===== src/rtl/qsched_pkg.sv =====
// qsched_pkg: shared descriptor type, state encoding and saturating add for the QTU packet scheduler.
package qsched_pkg;
  localparam int WORD_WIDTH = 16;
  typedef struct packed {
    logic [WORD_WIDTH-1:0] src_id;
    logic [WORD_WIDTH-1:0] src_hops;
    logic [WORD_WIDTH-1:0] q_value;
    logic [WORD_WIDTH-1:0] energy;
    logic [WORD_WIDTH-1:0] hops_from_ch;
    logic [WORD_WIDTH-1:0] chosen_ch;
    logic                  i_am_dest;
  } pkt_desc_t;
  typedef enum logic [2:0] {IDLE, ISSUE, WAIT, HB_ISSUE, HB_WAIT} qsched_state_t;
  function automatic logic [WORD_WIDTH-1:0] sat_add(input logic [WORD_WIDTH-1:0] a, input logic [WORD_WIDTH-1:0] b);
    logic [WORD_WIDTH:0] s;
    s = {1'b0, a} + {1'b0, b};
    return s[WORD_WIDTH] ? '1 : s[WORD_WIDTH-1:0];
  endfunction
endpackage


===== src/rtl/pkt_desc_fifo.sv =====
// pkt_desc_fifo: synchronous descriptor FIFO with push/pop/flush; push is refused when full.
module pkt_desc_fifo
  import qsched_pkg::*;
#(
  parameter int DEPTH = 4
) (
  input  logic                     clk,
  input  logic                     rst,
  input  logic                     push,
  input  logic                     pop,
  input  logic                     flush,
  input  pkt_desc_t                din,
  output pkt_desc_t                head,
  output logic                     full,
  output logic                     empty,
  output logic [$clog2(DEPTH):0]   count
);
  localparam int AW = $clog2(DEPTH);
  logic [AW-1:0] wr, rd;
  pkt_desc_t mem [DEPTH];
  logic do_push, do_pop;
  assign full = count == (AW+1)'(DEPTH);
  assign empty = count == '0;
  assign do_push = push && !full;
  assign do_pop = pop && !empty;
  assign head = mem[rd];
  always_ff @(posedge clk or posedge rst) begin
    if (rst) begin
      wr <= '0;
      rd <= '0;
      count <= '0;
    end else if (flush) begin
      wr <= '0;
      rd <= '0;
      count <= '0;
    end else begin
      if (do_push) wr <= wr + 1'b1;
      if (do_pop) rd <= rd + 1'b1;
      count <= count + (AW+1)'(do_push) - (AW+1)'(do_pop);
    end
  end
  always_ff @(posedge clk) begin
    if (do_push && !flush) mem[wr] <= din;
  end
endmodule


===== src/rtl/qtu_pkt_scheduler.sv =====
// qtu_pkt_scheduler: issues queued descriptors to QTU_FMB one at a time and inserts heartbeat resets between packets.
// Define QSCHED_STATS_EN to add saturating packet/drop/timeout counters.
module qtu_pkt_scheduler
  import qsched_pkg::*;
#(
  parameter int FIFO_DEPTH = 4,
  parameter int HB_SETTLE  = 40,
  parameter int TIMEOUT    = 64
) (
  input  logic                  clk,
  input  logic                  rst,
  input  logic                  pkt_valid,
  output logic                  pkt_ready,
  input  pkt_desc_t             pkt_desc,
  input  logic                  hb_req,
  output logic                  qtu_en,
  output logic                  qtu_hb_reset,
  output pkt_desc_t             qtu_desc,
  input  logic                  qtu_done,
  output logic                  busy,
  output logic                  timeout_pulse
`ifdef QSCHED_STATS_EN
  ,
  output logic [WORD_WIDTH-1:0] stat_pkts,
  output logic [WORD_WIDTH-1:0] stat_drops,
  output logic [WORD_WIDTH-1:0] stat_timeouts
`endif
);
  localparam int TMAX = TIMEOUT > HB_SETTLE ? TIMEOUT : HB_SETTLE;
  localparam int TW = $clog2(TMAX + 1);
  qsched_state_t state;
  logic hb_pend, full, empty, push, pop, flush, hb_state;
  logic [TW-1:0] timer;
  logic [$clog2(FIFO_DEPTH):0] count;
  pkt_desc_t head;
  assign hb_state = state == HB_ISSUE || state == HB_WAIT;
  // Ready is forced low during reset so every output reads 0 while rst is held.
  assign pkt_ready = !rst && !full && !hb_state;
  assign push = pkt_valid && pkt_ready;
  assign pop = state == IDLE && !hb_pend && !empty;
  assign flush = state == HB_ISSUE;
  assign busy = state != IDLE || count != '0;
  pkt_desc_fifo #(.DEPTH(FIFO_DEPTH)) u_fifo (
    .clk(clk), .rst(rst), .push(push), .pop(pop), .flush(flush), .din(pkt_desc),
    .head(head), .full(full), .empty(empty), .count(count)
  );
  always_ff @(posedge clk or posedge rst) begin
    if (rst) begin
      state <= IDLE;
      hb_pend <= 1'b0;
      timer <= '0;
      qtu_en <= 1'b0;
      qtu_hb_reset <= 1'b0;
      timeout_pulse <= 1'b0;
      qtu_desc <= '0;
    end else begin
      hb_pend <= hb_req || (hb_pend && state != HB_ISSUE);
      qtu_en <= 1'b0;
      qtu_hb_reset <= 1'b0;
      timeout_pulse <= 1'b0;
      timer <= timer + 1'b1;
      case (state)
        IDLE:
          if (hb_pend) begin
            state <= HB_ISSUE;
            qtu_hb_reset <= 1'b1;
          end else if (!empty) begin
            state <= ISSUE;
            qtu_en <= 1'b1;
            qtu_desc <= head;
          end
        ISSUE: begin
          state <= WAIT;
          timer <= '0;
        end
        WAIT:
          if (qtu_done) state <= IDLE;
          else if (timer == TW'(TIMEOUT - 1)) begin
            state <= IDLE;
            timeout_pulse <= 1'b1;
          end
        HB_ISSUE: begin
          state <= HB_WAIT;
          timer <= '0;
        end
        HB_WAIT: if (timer == TW'(HB_SETTLE - 1)) state <= IDLE;
        default: state <= IDLE;
      endcase
    end
  end
`ifdef QSCHED_STATS_EN
  logic [WORD_WIDTH-1:0] drop_inc;
  // A refused push and a heartbeat flush can land in the same cycle.
  assign drop_inc = WORD_WIDTH'(pkt_valid && !pkt_ready) + (flush ? WORD_WIDTH'(count) : '0);
  always_ff @(posedge clk or posedge rst) begin
    if (rst) begin
      stat_pkts <= '0;
      stat_drops <= '0;
      stat_timeouts <= '0;
    end else begin
      if (state == WAIT && qtu_done) stat_pkts <= sat_add(stat_pkts, WORD_WIDTH'(1));
      stat_drops <= sat_add(stat_drops, drop_inc);
      if (timeout_pulse) stat_timeouts <= sat_add(stat_timeouts, WORD_WIDTH'(1));
    end
  end
`endif
endmodule


===== config.mk =====
export PLATFORM = sky130hd
export DESIGN_NAME = qtu_pkt_scheduler
export DESIGN_NICKNAME = d
export VERILOG_FILES = /design/src/rtl/qsched_pkg.sv /design/src/rtl/pkt_desc_fifo.sv /design/src/rtl/qtu_pkt_scheduler.sv
export SDC_FILE = /design/constraint.sdc
export NUM_CORES = 1
export LEC_CHECK = 0
export ABC_CLOCK_PERIOD_IN_PS = 10000
export CAP_MARGIN = 0
export CORE_MARGIN = 5
export CORE_UTILIZATION = 56
export CTS_CLUSTER_SIZE = 14
export DETAILED_ROUTE_END_ITERATION = 7
export GPL_TIMING_DRIVEN = 0
export PLACE_DENSITY = 0.85
export SLEW_MARGIN = 20
export SYNTH_ARGS = -nofsm -noshare
export SYNTH_HDL_FRONTEND = slang
export SYNTH_SLANG_ARGS = --single-unit

===== constraint.sdc =====
create_clock -name clk -period 10 [get_ports clk]
set_input_delay 1 -clock clk [delete_from_list [all_inputs] [get_ports clk]]
set_output_delay 1 -clock clk [all_outputs]
set_load 0.01 [all_outputs]

==> flow_results.xml, run 1 <==
<?xml version="1.0" encoding="UTF-8"?>
<metrics>
  <group name="clocking">
    <metric name="cts.root.buffer_cell" unit="">sky130_fd_sc_hd__clkbuf_16</metric>
    <metric name="cts_resized" unit="">0</metric>
    <metric name="cts.sink_count" unit="">506</metric>
    <metric name="cts_max_level" unit="">2</metric>
    <metric name="maximum_buffer_depth_of_the_clock_tree" unit="">3</metric>
    <metric name="cts_tree" unit="">yes</metric>
    <metric name="cts_hold_buffers" unit="">0</metric>
    <metric name="post_cts_setup_repair_buffer_count" unit="">0</metric>
    <metric name="clk_latency" unit="ns">0.54</metric>
    <metric name="numCtsBuffers" unit="">49</metric>
    <metric name="clock_transition_time_at_the_flip_flop_clock_pins_of_the_worst_setup_and_hold_paths" unit="ns">0.06</metric>
  </group>
  <group name="sta">
    <metric name="finClkSkew" unit="ns">0.0154</metric>
    <metric name="final_hold_viol_count" unit="">0</metric>
    <metric name="timing.final.crit_period" unit="ns">3.45</metric>
    <metric name="setup_viol_count_final" unit="">0</metric>
    <metric name="max_freq" unit="MHz">289</metric>
    <metric name="worst_slew_margin_rel" unit="%">35.8</metric>
    <metric name="summed_negative_setup_slack_over_all_endpoints" unit="ns">0</metric>
    <metric name="rsz_0062_raised_after_global_routing" unit="">no</metric>
    <metric name="worst_slew_pin_slew" unit="ns">0.963</metric>
    <metric name="finalCritPeriodShare" unit="%">34.5</metric>
    <metric name="final-max-slew-violation-count" unit="">0</metric>
  </group>
  <group name="route">
    <metric name="drt_first_pass_iters" unit="">5</metric>
    <metric name="vias" unit="">8838</metric>
    <metric name="antenna_left" unit="">0</metric>
    <metric name="via_per_inst" unit="">5.66</metric>
    <metric name="drt_first_iter_violations" unit="">551</metric>
    <metric name="wl_per_cell" unit="um">23.8</metric>
    <metric name="drcViolationCount" unit="">0</metric>
    <metric name="drt-total-wl" unit="mm">37.2</metric>
  </group>
  <group name="layout">
    <metric name="multi_input_area" unit="um2">3800</metric>
    <metric name="sequential_cell_area" unit="um2">14600</metric>
    <metric name="layout.cells.non_filler" unit="">1561</metric>
    <metric name="areaGrowthSynthToFinish" unit="%">23.3</metric>
    <metric name="finalInstanceArea" unit="um2">22900</metric>
    <metric name="nFillCells" unit="">1918</metric>
    <metric name="nets" unit="">1189</metric>
    <metric name="num_antenna_cells" unit="">0</metric>
    <metric name="drive_gt1_share" unit="%">24.4</metric>
    <metric name="fin_util" unit="%">70.2</metric>
  </group>
  <group name="global_route">
    <metric name="grt_use_total" unit="%">20.7</metric>
    <metric name="grt_first_pass_wirelength" unit="mm">57.7</metric>
    <metric name="first_global_vias" unit="">9814</metric>
    <metric name="grt.overflow.total" unit="">0</metric>
    <metric name="antenna_found_initial" unit="">2</metric>
    <metric name="grt_max_degree" unit="">83</metric>
  </group>
  <group name="place">
    <metric name="detailedPlacementHpwl" unit="mm">22.9</metric>
    <metric name="place_congestion" unit="">0.716</metric>
    <metric name="place_area" unit="um2">21400</metric>
    <metric name="buffer_ports.inserted" unit="">203</metric>
    <metric name="place.detailed.instances" unit="">1470</metric>
  </group>
  <group name="floorplanning">
    <metric name="initial_utilization" unit="%">57.0</metric>
    <metric name="die_height" unit="um">192</metric>
    <metric name="dieWidth" unit="um">192</metric>
    <metric name="design.die.area" unit="um2">36900</metric>
    <metric name="fp.coreArea" unit="um2">32600</metric>
    <metric name="std_cell_rows" unit="">66</metric>
    <metric name="io_pins" unit="">204</metric>
  </group>
  <group name="setup_path">
    <metric name="timing.setup.critical_path_class" unit="">in2out</metric>
    <metric name="startpoint_type" unit="">primary input</metric>
    <metric name="arrival_time_at_the_worst_endpoint" unit="ns">2.45</metric>
    <metric name="critical_path_required" unit="ns">9.00</metric>
    <metric name="reg2reg_from" unit="">state[0]$_DFFE_PP0P_</metric>
    <metric name="cp-end-kind" unit="">primary output</metric>
    <metric name="path_max_fanout" unit="">3</metric>
    <metric name="worst_setup_path_startpoint" unit="">rst</metric>
  </group>
  <group name="logic_synthesis">
    <metric name="synthesis_stage_register_bit_count" unit="">506</metric>
    <metric name="synth.lib_cells_used.distinct" unit="">39</metric>
    <metric name="cells_after_synth" unit="">816</metric>
    <metric name="synth.cell_area" unit="um2">18600</metric>
    <metric name="part_of_the_yosys_area_used_for_sequential_elements" unit="%">78.6</metric>
    <metric name="syn-mean-instance-area" unit="um2">22.8</metric>
    <metric name="synth_fp_nets" unit="">926</metric>
    <metric name="synth.yosys.warnings" unit="">0</metric>
  </group>
  <group name="worst_hold_path">
    <metric name="holdCritPathClass" unit="">reg2reg</metric>
    <metric name="worstHoldStart" unit="">timer[0]$_DFF_PP0_</metric>
  </group>
  <group name="power_and_ir_drop">
    <metric name="power.static_leakage" unit="uW">0.00786</metric>
    <metric name="ir_drop" unit="V">0.000185</metric>
    <metric name="p_per_area" unit="nW/um2">262</metric>
  </group>
  <group name="outcome">
    <metric name="run_status" unit="">complete, no violations</metric>
  </group>
  <group name="job">
    <metric name="max-cap-violations" unit="">0</metric>
  </group>
</metrics>
[sequential cells by signal, indices dropped and copies added (netlist names)]
signal         flops
timer              7
u_fifo.count       3
u_fifo.mem       388
qtu_en             1
u_fifo.rd          2
qtu_hb_reset       1
u_fifo.wr          2
hb_pend            1
qtu_desc          97
state              3
timeout_pulse      1
[layer usage]
metal,global-route usage (%),up-vias,wire length [um]
met5,0,-,34
met4,5.29,4,910
met1,27.0,4648,14500
met3,4.93,70,2520
li1,-,3854,-
met2,35.6,262,19300
[cells in the mapped netlist (all sizes together)]
master / n / area, um2
a21oi: 4 / 20.0
and2: 7 / 43.8
ha: 7 / 87.6
nand2: 9 / 33.8
nand2b: 1 / 6.26
nand4b: 1 / 8.76
mux2: 97 / 1090
nor2: 9 / 41.3
xnor2: 1 / 8.76
mux4: 97 / 2180
o31ai: 1 / 7.51
nor3: 4 / 20.0
and3b: 1 / 8.76
a21boi: 1 / 7.51
clkbuf: 21 / 78.8
edfxtp: 388 / 11700
or3: 2 / 12.5
nand3b: 1 / 7.51
dfrtp: 118 / 2950
nor4: 3 / 18.8
nand3: 3 / 15.0
nor3b: 2 / 15.0
mux2i: 3 / 30.0
o211ai: 1 / 7.51
nor2b: 2 / 12.5
o21bai: 1 / 7.51
or2: 1 / 6.26
xor2: 3 / 26.3
a21o: 1 / 7.51
fa: 1 / 20.0
or4: 1 / 11.3
buf: 13 / 82.6
inv: 7 / 26.3
or3b: 1 / 8.76
o21ai: 3 / 15.0
[through the flow]
stage	hold WS, ns	power, uW	setup slack [ns]
after detailed placement	0.453	4340	6.10
final	0.461	6010	6.55
after floorplan	0.433	3630	5.63
after global routing	0.481	6310	6.47
after global placement	0.445	4290	3.10
after CTS	0.463	6080	6.56
[logic make-up (layout without fill, tap and decap cells)]
logic type                 count (synthesis)  in the layout  share of synthesized area, %
buffers and inverters                     41            344                          1.01
adders and majority gates                  8              8                         0.579
muxes                                    197            197                          17.8
DFF                                      506            506                          78.6
AOI/OAI and AO/OA                         12             12                         0.391
xor gates and xnor gates                   4              4                         0.189
and+or+nand+nor                           48             48                          1.45
[final cells by class]
| cell class | instances | area share [%] |
|---|---|---|
| repair buffers | 212 | 9.79 |
| plain buffers | 34 | 0.705 |
| inverters | 7 | 0.147 |
| well taps | 442 | 2.41 |
| multi-input cells | 269 | 16.6 |
| clock inverters | 17 | 0.481 |
| clock buffers | 74 | 6.11 |
| flip-flops and latches | 506 | 63.8 |
[placed cells by master, fill, tap and decap left out, types with 3 or more instances in the layout]
cell,n
sky130_fd_sc_hd__buf_6,3
sky130_fd_sc_hd__o21ai_0,3
sky130_fd_sc_hd__mux4_2,97
sky130_fd_sc_hd__a21oi_1,4
sky130_fd_sc_hd__clkbuf_1,38
sky130_fd_sc_hd__nor3_1,4
sky130_fd_sc_hd__clkbuf_16,49
sky130_fd_sc_hd__buf_2,9
sky130_fd_sc_hd__nor2_1,8
sky130_fd_sc_hd__clkinv_2,8
sky130_fd_sc_hd__nor4_1,3
sky130_fd_sc_hd__edfxtp_1,388
sky130_fd_sc_hd__mux2i_1,3
sky130_fd_sc_hd__inv_1,6
sky130_fd_sc_hd__clkinv_1,6
sky130_fd_sc_hd__xor2_1,3
sky130_fd_sc_hd__mux2_2,78
sky130_fd_sc_hd__dfrtp_1,118
sky130_fd_sc_hd__nand3_1,3
sky130_fd_sc_hd__clkbuf_8,8
sky130_fd_sc_hd__clkdlybuf4s50_1,203
sky130_fd_sc_hd__and2_4,4
sky130_fd_sc_hd__mux2_1,19
sky130_fd_sc_hd__buf_16,4
sky130_fd_sc_hd__nand2_1,9
sky130_fd_sc_hd__ha_1,7
sky130_fd_sc_hd__and2_1,3
sky130_fd_sc_hd__buf_12,5
[worst max-delay path, cell delays in order]
cell and delay, ns:
sky130_fd_sc_hd__clkdlybuf4s50_1 0.53, sky130_fd_sc_hd__nor4_1 0.33, sky130_fd_sc_hd__clkdlybuf4s50_1 0.59
[where the power goes]
group          leakage, uW  switching, uW  internal [uW]
Sequential         0.00499            167           2640
Clock             0.000745            730            991
Combinational      0.00212            656            822
Total              0.00786           1550           4460
[worst paths after layout]
check,to,slack [ns],cells after the start
min in group asynchronous,timeout_pulse$_DFF_PP0_,0.90,2
worst max-delay path,pkt_ready,6.55,3
max in group asynchronous,qtu_desc[7]$_DFFE_PP0P_,8.29,3
worst min-delay path,timer[0]$_DFF_PP0_,0.46,1
worst max register to register,u_fifo.mem[2][15]$_DFFE_PP_,7.07,5
worst min register to register,timer[0]$_DFF_PP0_,0.46,1
Note: power is estimated with default switching activity, not from simulation.
==> run 2, diff against run 1 <==
--- a/config.mk
+++ b/config.mk
@@ -5,14 +5,14 @@
 export SDC_FILE = /design/constraint.sdc
 export NUM_CORES = 1
 export LEC_CHECK = 0
-export ABC_CLOCK_PERIOD_IN_PS = 10000
+export ABC_CLOCK_PERIOD_IN_PS = 3050
 export CAP_MARGIN = 0
 export CORE_MARGIN = 5
-export CORE_UTILIZATION = 56
+export CORE_UTILIZATION = 50
 export CTS_CLUSTER_SIZE = 14
 export DETAILED_ROUTE_END_ITERATION = 7
 export GPL_TIMING_DRIVEN = 0
-export PLACE_DENSITY = 0.85
+export PLACE_DENSITY = 0.81
 export SLEW_MARGIN = 20
 export SYNTH_ARGS = -nofsm -noshare
 export SYNTH_HDL_FRONTEND = slang
==> constraint.sdc (replaced) <==
create_clock -name clk -period 3.05 [get_ports clk]
set_input_delay 0.305 -clock clk [delete_from_list [all_inputs] [get_ports clk]]
set_output_delay 0.305 -clock clk [all_outputs]
set_load 0.01 [all_outputs]
==> run 2 against run 1 <==
Net effect:
- sequential share of layout area down 0.59 points
- utilization down 7.1 points
- clock-buffer cell count down 2
- critical path depth up 2
- first-iteration DRC count down 7.6%
- critical path type is now reg2reg
- total power rose to 3.3 times the previous value
- clock power rose to 3.5 times the previous value
- cell count up 2.4%
- non-clock buffer count up 4
- wire length up 1.2%
==> flow_results.xml, run 2 (same netlist as run 1, synthesis figures left out) <==
<?xml version="1.0" encoding="UTF-8"?>
<metrics>
  <group name="floorplanning">
    <metric name="design.die.area" unit="um2">41100</metric>
    <metric name="std_cell_rows" unit="">70</metric>
    <metric name="die_height" unit="um">203</metric>
    <metric name="initial_utilization" unit="%">50.8</metric>
    <metric name="fp.coreArea" unit="um2">36600</metric>
    <metric name="dieWidth" unit="um">203</metric>
    <metric name="io_pins" unit="">204</metric>
  </group>
  <group name="sta">
    <metric name="summed_negative_setup_slack_over_all_endpoints" unit="ns">0</metric>
    <metric name="worst_slack" unit="ns">0.206</metric>
    <metric name="max_freq" unit="MHz">352</metric>
    <metric name="finClkSkew" unit="ns">0.0180</metric>
    <metric name="worst_slew_pin_slew" unit="ns">0.968</metric>
    <metric name="final_hold_viol_count" unit="">0</metric>
    <metric name="worst_slew_margin_rel" unit="%">35.5</metric>
    <metric name="setup_viol_count_final" unit="">0</metric>
    <metric name="rsz_0062_raised_after_global_routing" unit="">no</metric>
    <metric name="timing.final.crit_period" unit="ns">2.84</metric>
    <metric name="final-max-slew-violation-count" unit="">0</metric>
    <metric name="finalCritPeriodShare" unit="%">93.2</metric>
  </group>
  <group name="clocking">
    <metric name="maximum_buffer_depth_of_the_clock_tree" unit="">3</metric>
    <metric name="cts_max_level" unit="">2</metric>
    <metric name="numCtsBuffers" unit="">51</metric>
    <metric name="clk_latency" unit="ns">0.58</metric>
    <metric name="cts_tree" unit="">yes</metric>
    <metric name="cts.root.buffer_cell" unit="">sky130_fd_sc_hd__clkbuf_16</metric>
    <metric name="post_cts_setup_repair_buffer_count" unit="">0</metric>
    <metric name="cts.sink_count" unit="">506</metric>
    <metric name="clock_transition_time_at_the_flip_flop_clock_pins_of_the_worst_setup_and_hold_paths" unit="ns">0.06</metric>
  </group>
  <group name="power_and_ir_drop">
    <metric name="power.static_leakage" unit="uW">0.00794</metric>
    <metric name="ir_drop" unit="V">0.000597</metric>
    <metric name="p_per_area" unit="nW/um2">867</metric>
  </group>
  <group name="setup_path">
    <metric name="startpoint_type" unit="">register</metric>
    <metric name="arrival_time_at_the_worst_endpoint" unit="ns">3.10</metric>
    <metric name="critical_path_required" unit="ns">3.31</metric>
    <metric name="timing.setup.critical_path_class" unit="">reg2reg</metric>
    <metric name="reg2reg_setup_slack" unit="ns">0.21</metric>
    <metric name="path_max_fanout" unit="">37</metric>
    <metric name="cp-end-kind" unit="">register</metric>
  </group>
  <group name="place">
    <metric name="place_area" unit="um2">21500</metric>
    <metric name="placement.setup.worst_slack" unit="ns">-0.0593</metric>
    <metric name="place_congestion" unit="">0.739</metric>
    <metric name="detailedPlacementHpwl" unit="mm">23.9</metric>
    <metric name="place.detailed.instances" unit="">1500</metric>
    <metric name="buffer_ports.inserted" unit="">203</metric>
  </group>
  <group name="layout">
    <metric name="layout_commonest_cell" unit="">sky130_fd_sc_hd__edfxtp_1</metric>
    <metric name="top_register" unit="">u_fifo.mem</metric>
    <metric name="largest_registers" unit="">u_fifo.mem: 388 flops, qtu_desc: 97 flops, timer: 7 flops</metric>
    <metric name="nets" unit="">1196</metric>
    <metric name="areaGrowthSynthToFinish" unit="%">24.4</metric>
    <metric name="max_ffs_per_register" unit="">388</metric>
    <metric name="finalInstanceArea" unit="um2">23100</metric>
    <metric name="layout.cells.non_filler" unit="">1599</metric>
    <metric name="most-common-layout-cells" unit="">388 x sky130_fd_sc_hd__edfxtp_1, 203 x sky130_fd_sc_hd__clkdlybuf4s50_1, 118 x sky130_fd_sc_hd__dfrtp_1, 97 x sky130_fd_sc_hd__mux4_2, 78 x sky130_fd_sc_hd__mux2_2</metric>
    <metric name="drive_gt1_share" unit="%">25.8</metric>
  </group>
  <group name="global_route">
    <metric name="antenna_found_initial" unit="">4</metric>
    <metric name="grt_first_pass_wirelength" unit="mm">57.8</metric>
    <metric name="grt.overflow.total" unit="">0</metric>
    <metric name="grt_use_total" unit="%">18.5</metric>
    <metric name="grt_max_degree" unit="">40</metric>
    <metric name="first_global_vias" unit="">9694</metric>
  </group>
  <group name="route">
    <metric name="via_per_inst" unit="">5.51</metric>
    <metric name="drt_first_iter_violations" unit="">509</metric>
    <metric name="vias" unit="">8818</metric>
    <metric name="drt_first_pass_iters" unit="">4</metric>
    <metric name="antenna_left" unit="">0</metric>
    <metric name="drt-total-wl" unit="mm">37.6</metric>
    <metric name="wl_per_cell" unit="um">23.5</metric>
    <metric name="drcViolationCount" unit="">0</metric>
  </group>
  <group name="worst_hold_path">
    <metric name="holdCritPathClass" unit="">in2async</metric>
  </group>
  <group name="job">
    <metric name="max-cap-violations" unit="">0</metric>
  </group>
  <group name="outcome">
    <metric name="run_status" unit="">complete, no violations</metric>
  </group>
</metrics>
## run 2: final cells by class
type | instances | area, um2
sequential | 506 | 14600
fill | 2468 | 13500
multi-input combinational | 270 | 3820
timing repair buffer | 216 | 2300
clock buffer | 72 | 1460
tap | 468 | 586
clock inverter | 24 | 166
buffer | 34 | 161
inverter | 7 | 30.0
antenna | 2 | 5.00
## run 2: stage by stage
step           power, uW  hold WS (ns)  util, %
2_1_floorplan      11900         0.397        -
3_3_place_gp       14000         0.444     57.9
6_report           20000         0.242     63.2
5_1_grt            21000         0.283     63.2
4_1_cts            20300         0.239     63.1
3_5_place_dp       14300         0.465     58.7
## run 2: path summary, 6_finish.rpt
check | startpoint | endpoint | cells past startpoint
worst max-delay path | state[0]$_DFFE_PP0P_ | u_fifo.mem[2][92]$_DFFE_PP_ | 5
worst min-delay path | rst | hb_pend$_DFF_PP0_ | 2
worst max register to register | state[0]$_DFFE_PP0P_ | u_fifo.mem[2][92]$_DFFE_PP_ | 5
worst min register to register | timer[0]$_DFF_PP0_ | timer[0]$_DFF_PP0_ | 1
max in group asynchronous | rst | qtu_desc[54]$_DFFE_PP0P_ | 5
min in group clk | hb_req | hb_pend$_DFF_PP0_ | 2
## run 2: power by group
group          switching, uW  internal, uW  total [uW]
Combinational           2160          2710        4880
Clock                   2530          3420        5950
Sequential               545          8660        9210
Total                   5240         14800       20000
## run 2: what timing repair did
| action | 4_1_cts | 5_1_grt |
|---|---|---|
| resized for setup | 0 | 1 |
| hold buffers | 0 | 0 |
| endpoints found under the hold margin | 0 | 0 |
| setup endpoints to repair | 0 | 65 |
## run 2: critical path: stages, from the launching register on
cell	delay, ns
sky130_fd_sc_hd__dfrtp_1	0.36
sky130_fd_sc_hd__clkbuf_1	0.18
sky130_fd_sc_hd__and3b_1	0.29
sky130_fd_sc_hd__nor4_2	0.66
sky130_fd_sc_hd__and2_4	0.69
sky130_fd_sc_hd__buf_12	0.31
## run 2: per-layer routing
metal / wire length [um] / GRT usage (%)
met3: 2340 / 4.86
met4: 922 / 5.99
met5: 44 / 0
met1: 15200 / 23.6
met2: 19100 / 31.5
==> patch: new RTL, flow settings as in run 2 <==
Build with the macro `QSCHED_STATS_EN` defined.
--- a/src/rtl/qtu_pkt_scheduler.sv
+++ b/src/rtl/qtu_pkt_scheduler.sv
@@ -1,5 +1,7 @@
 // qtu_pkt_scheduler: issues queued descriptors to QTU_FMB one at a time and inserts heartbeat resets between packets.
 // Define QSCHED_STATS_EN to add saturating packet/drop/timeout counters.
+`define QSCHED_STATS_EN
+
 module qtu_pkt_scheduler
   import qsched_pkg::*;
 #(
Check against the original RTL (old outputs only; new: stat_drops, stat_pkts and stat_timeouts): same outputs for any inputs over 4 cycles, from zero or initial values and one cycle with rst high; that may be too few to reach the edited logic, so the function may still have changed.
==> patch against run 2 <==
- area after synthesis grew 13%
- sequential cell count grew 48
- worst setup slack lost 0.098 ns
- wire length grew 16%
- critical endpoint is now stat_drops[12]
- sequential share of layout area shrank 3.2 points
- final area grew 14%
- cell count grew 24%
Power is not compared: it rests on default switching activity, and its combinational part moved more than twofold at a synthesized area within 25%.
==> patch: results (changes against run 2) <==
CTS
  • Skew-Pair Late Insertion Delay: 0.60 ns (+0.02 ns)
  • H-tree depth: 2 (unchanged)
  • Clk root buf: clkbuf_16
  • Longest Clk Path Bufs: 3 (unchanged)
  • Total CTS buffers: 55 (+7.8%)
  • Clock transition at the registers of the reported paths: 0.06 ns (about the same)

Synth
  • Synth area leaders: edfxtp_1 56%, dfrtp_1 20%, mux4_2 10%
  • Post-Syn Nets: 1184 (+28%)
  • Top post-synthesis cells by count: 388 x edfxtp_1, 166 x dfrtp_1, 98 x mux2_2, 97 x mux4_2, 51 x nand2_1
  • Netlist cell types: 45 (+15%)
  • Yosys warns: 0 (unchanged)
  • Predominant post-synthesis flop cell: edfxtp_1
  • Register area share after synthesis: 75.3% (-3.3 points)
  • FFs w/ async S/R, synth: 30.0% (+6.6 points)
  • Number of synthesized flops with an enable pin: 388 (unchanged)

Global routing
  • Global-route wire length before repair: 67700 um (+17%)
  • Largest net degree at the start of global routing: 45 (+13%)
  • Initial antenna violation count: 5 (+1)
  • Total Routing Usage GR: 18.9% (+0.31 points)
  • Vias in the first global route: 11600 (+20%)

Cells and area
  • Top Registers: u_fifo.mem x388, qtu_desc x97
  • Layout cells sized above 1: 23.2% (-2.6 points)
  • Post-layout nets: 1509 (+26%)

Placed design
  • Port buffer count: 251 (+24%)
  • GPL Wtd Cong: 0.844 (+14%)
  • Final HPWL DP: 27600 um (+15%)
  • Dpl ws: -0.457 ns (-0.398 ns)

Pwr
  • Peak supply drop: 494 uV
  • Leak Pwr: 9.59 nW

Drt
  • DRT Pass-1 Iters: 5 (+1)
  • Wire per inst: 22.1 um (-6.0%)
  • Vias: 10900 (+24%)
  • Iter 0 DRT Violations: 798 (+57%)

Setup path
  • Worst Path Required: 3.54 ns (+0.23 ns)
  • Worst-path maximum fanout: 10 (-73%)

Outcome
  • Status: finished, final reports clean

Hold path
  • Hold Path Class: in -> async

STA
  • Final Skew: 0.0259 ns (+0.00784 ns)
  • Worst-margin pin slew: 0.797 ns (-0.171 ns)
-- patch: cell count changes in the layout (fill, tap and decap cells not counted), moves of 17 or more --
cell             delta
nand3_1            +17
mux2_2             +20
xnor2_1            +23
clkdlybuf4s50_1    +48
nand2_1            +42
mux2_1             -19
dfrtp_1            +47
-- patch: per-layer routing --
metal	wire [um]	track usage (%)	up-vias
met5	27	0	-
met2	22200	31.9	351
met3	2990	4.94	61
li1	-	-	4861
met1	17600	24.4	5649
met4	870	5.37	4
-- patch: path summary, 6_finish.rpt --
check	start	end	slack, ns	cells past startpoint
worst min register to register	timer[0]	timer[0]	0.46	1
max in group asynchronous	rst	qtu_desc[68]	2.02	5
worst min-delay path	rst	stat_pkts[0]	0.15	2
worst max-delay path	state[0]	stat_drops[12]	0.11	13
worst max register to register	state[0]	stat_drops[12]	0.11	13
min in group clk	hb_req	hb_pend	0.31	2
-- patch: cell families (layout without fill, tap and decap cells) --
family	after synthesis	in the layout	synth area share (%)
muxes	199	199	15.9
other	0	1	0
AOI/OAI and AO/OA	41	41	1.12
DFF	554	554	75.3
xor gates and xnor gates	32	32	1.34
and+or+nand+nor	169	170	4.14
buffers and inverters	59	430	1.30
adders and majority gates	14	14	0.942
-- patch: power breakdown --
group          internal (W)  switching, W  total, W
clock               0.00381       0.00274   0.00655
combinational      0.000281      0.000248  0.000529
sequential          0.00811     0.0000652   0.00818
-- patch: timing repair --
item                       4_1_cts  5_1_grt
buffers inserted                 0        2
pin swaps                        0        2
cloned                           1        0
gates resized for setup         10        4
setup endpoints to repair       49       11
-- patch: worst max-delay path, stage by stage, from the launching register on --
cell and delay (ns):
dfrtp_1 0.37, buf_6 0.13, and3b_2 0.22, clkbuf_4 0.21
nor4_4 0.31, nand2b_1 0.16, fa_1 0.18, inv_1 0.06
fa_2 0.37, a21oi_4 0.25, buf_4 0.17, nor2_1 0.06
nand3_1 0.13, mux2i_1 0.23
-- patch: stage by stage --
step	TNS [ns]	instances	area, sq um	power, W
2_1_floorplan	0	1068	21000	0.00849
3_3_place_gp	-737.42	1858	24200	0.00879
3_5_place_dp	-16.00	1872	24500	0.00883
4_1_cts	0	1977	26300	0.0154
5_1_grt	0	1980	26400	0.0158
6_report	0	1980	26400	0.0153
-- patch: cell type report --
class,count,area [sq um]
Antenna cell,1,2.50
Buffer,41,213
Clock buffer,82,1530
Clock inverter,22,228
Fill cell,2806,15400
Inverter,18,71.3
Multi-Input combinational cell,456,4990
Sequential cell,554,15800
Tap cell,539,674
Timing Repair Buffer,267,2840
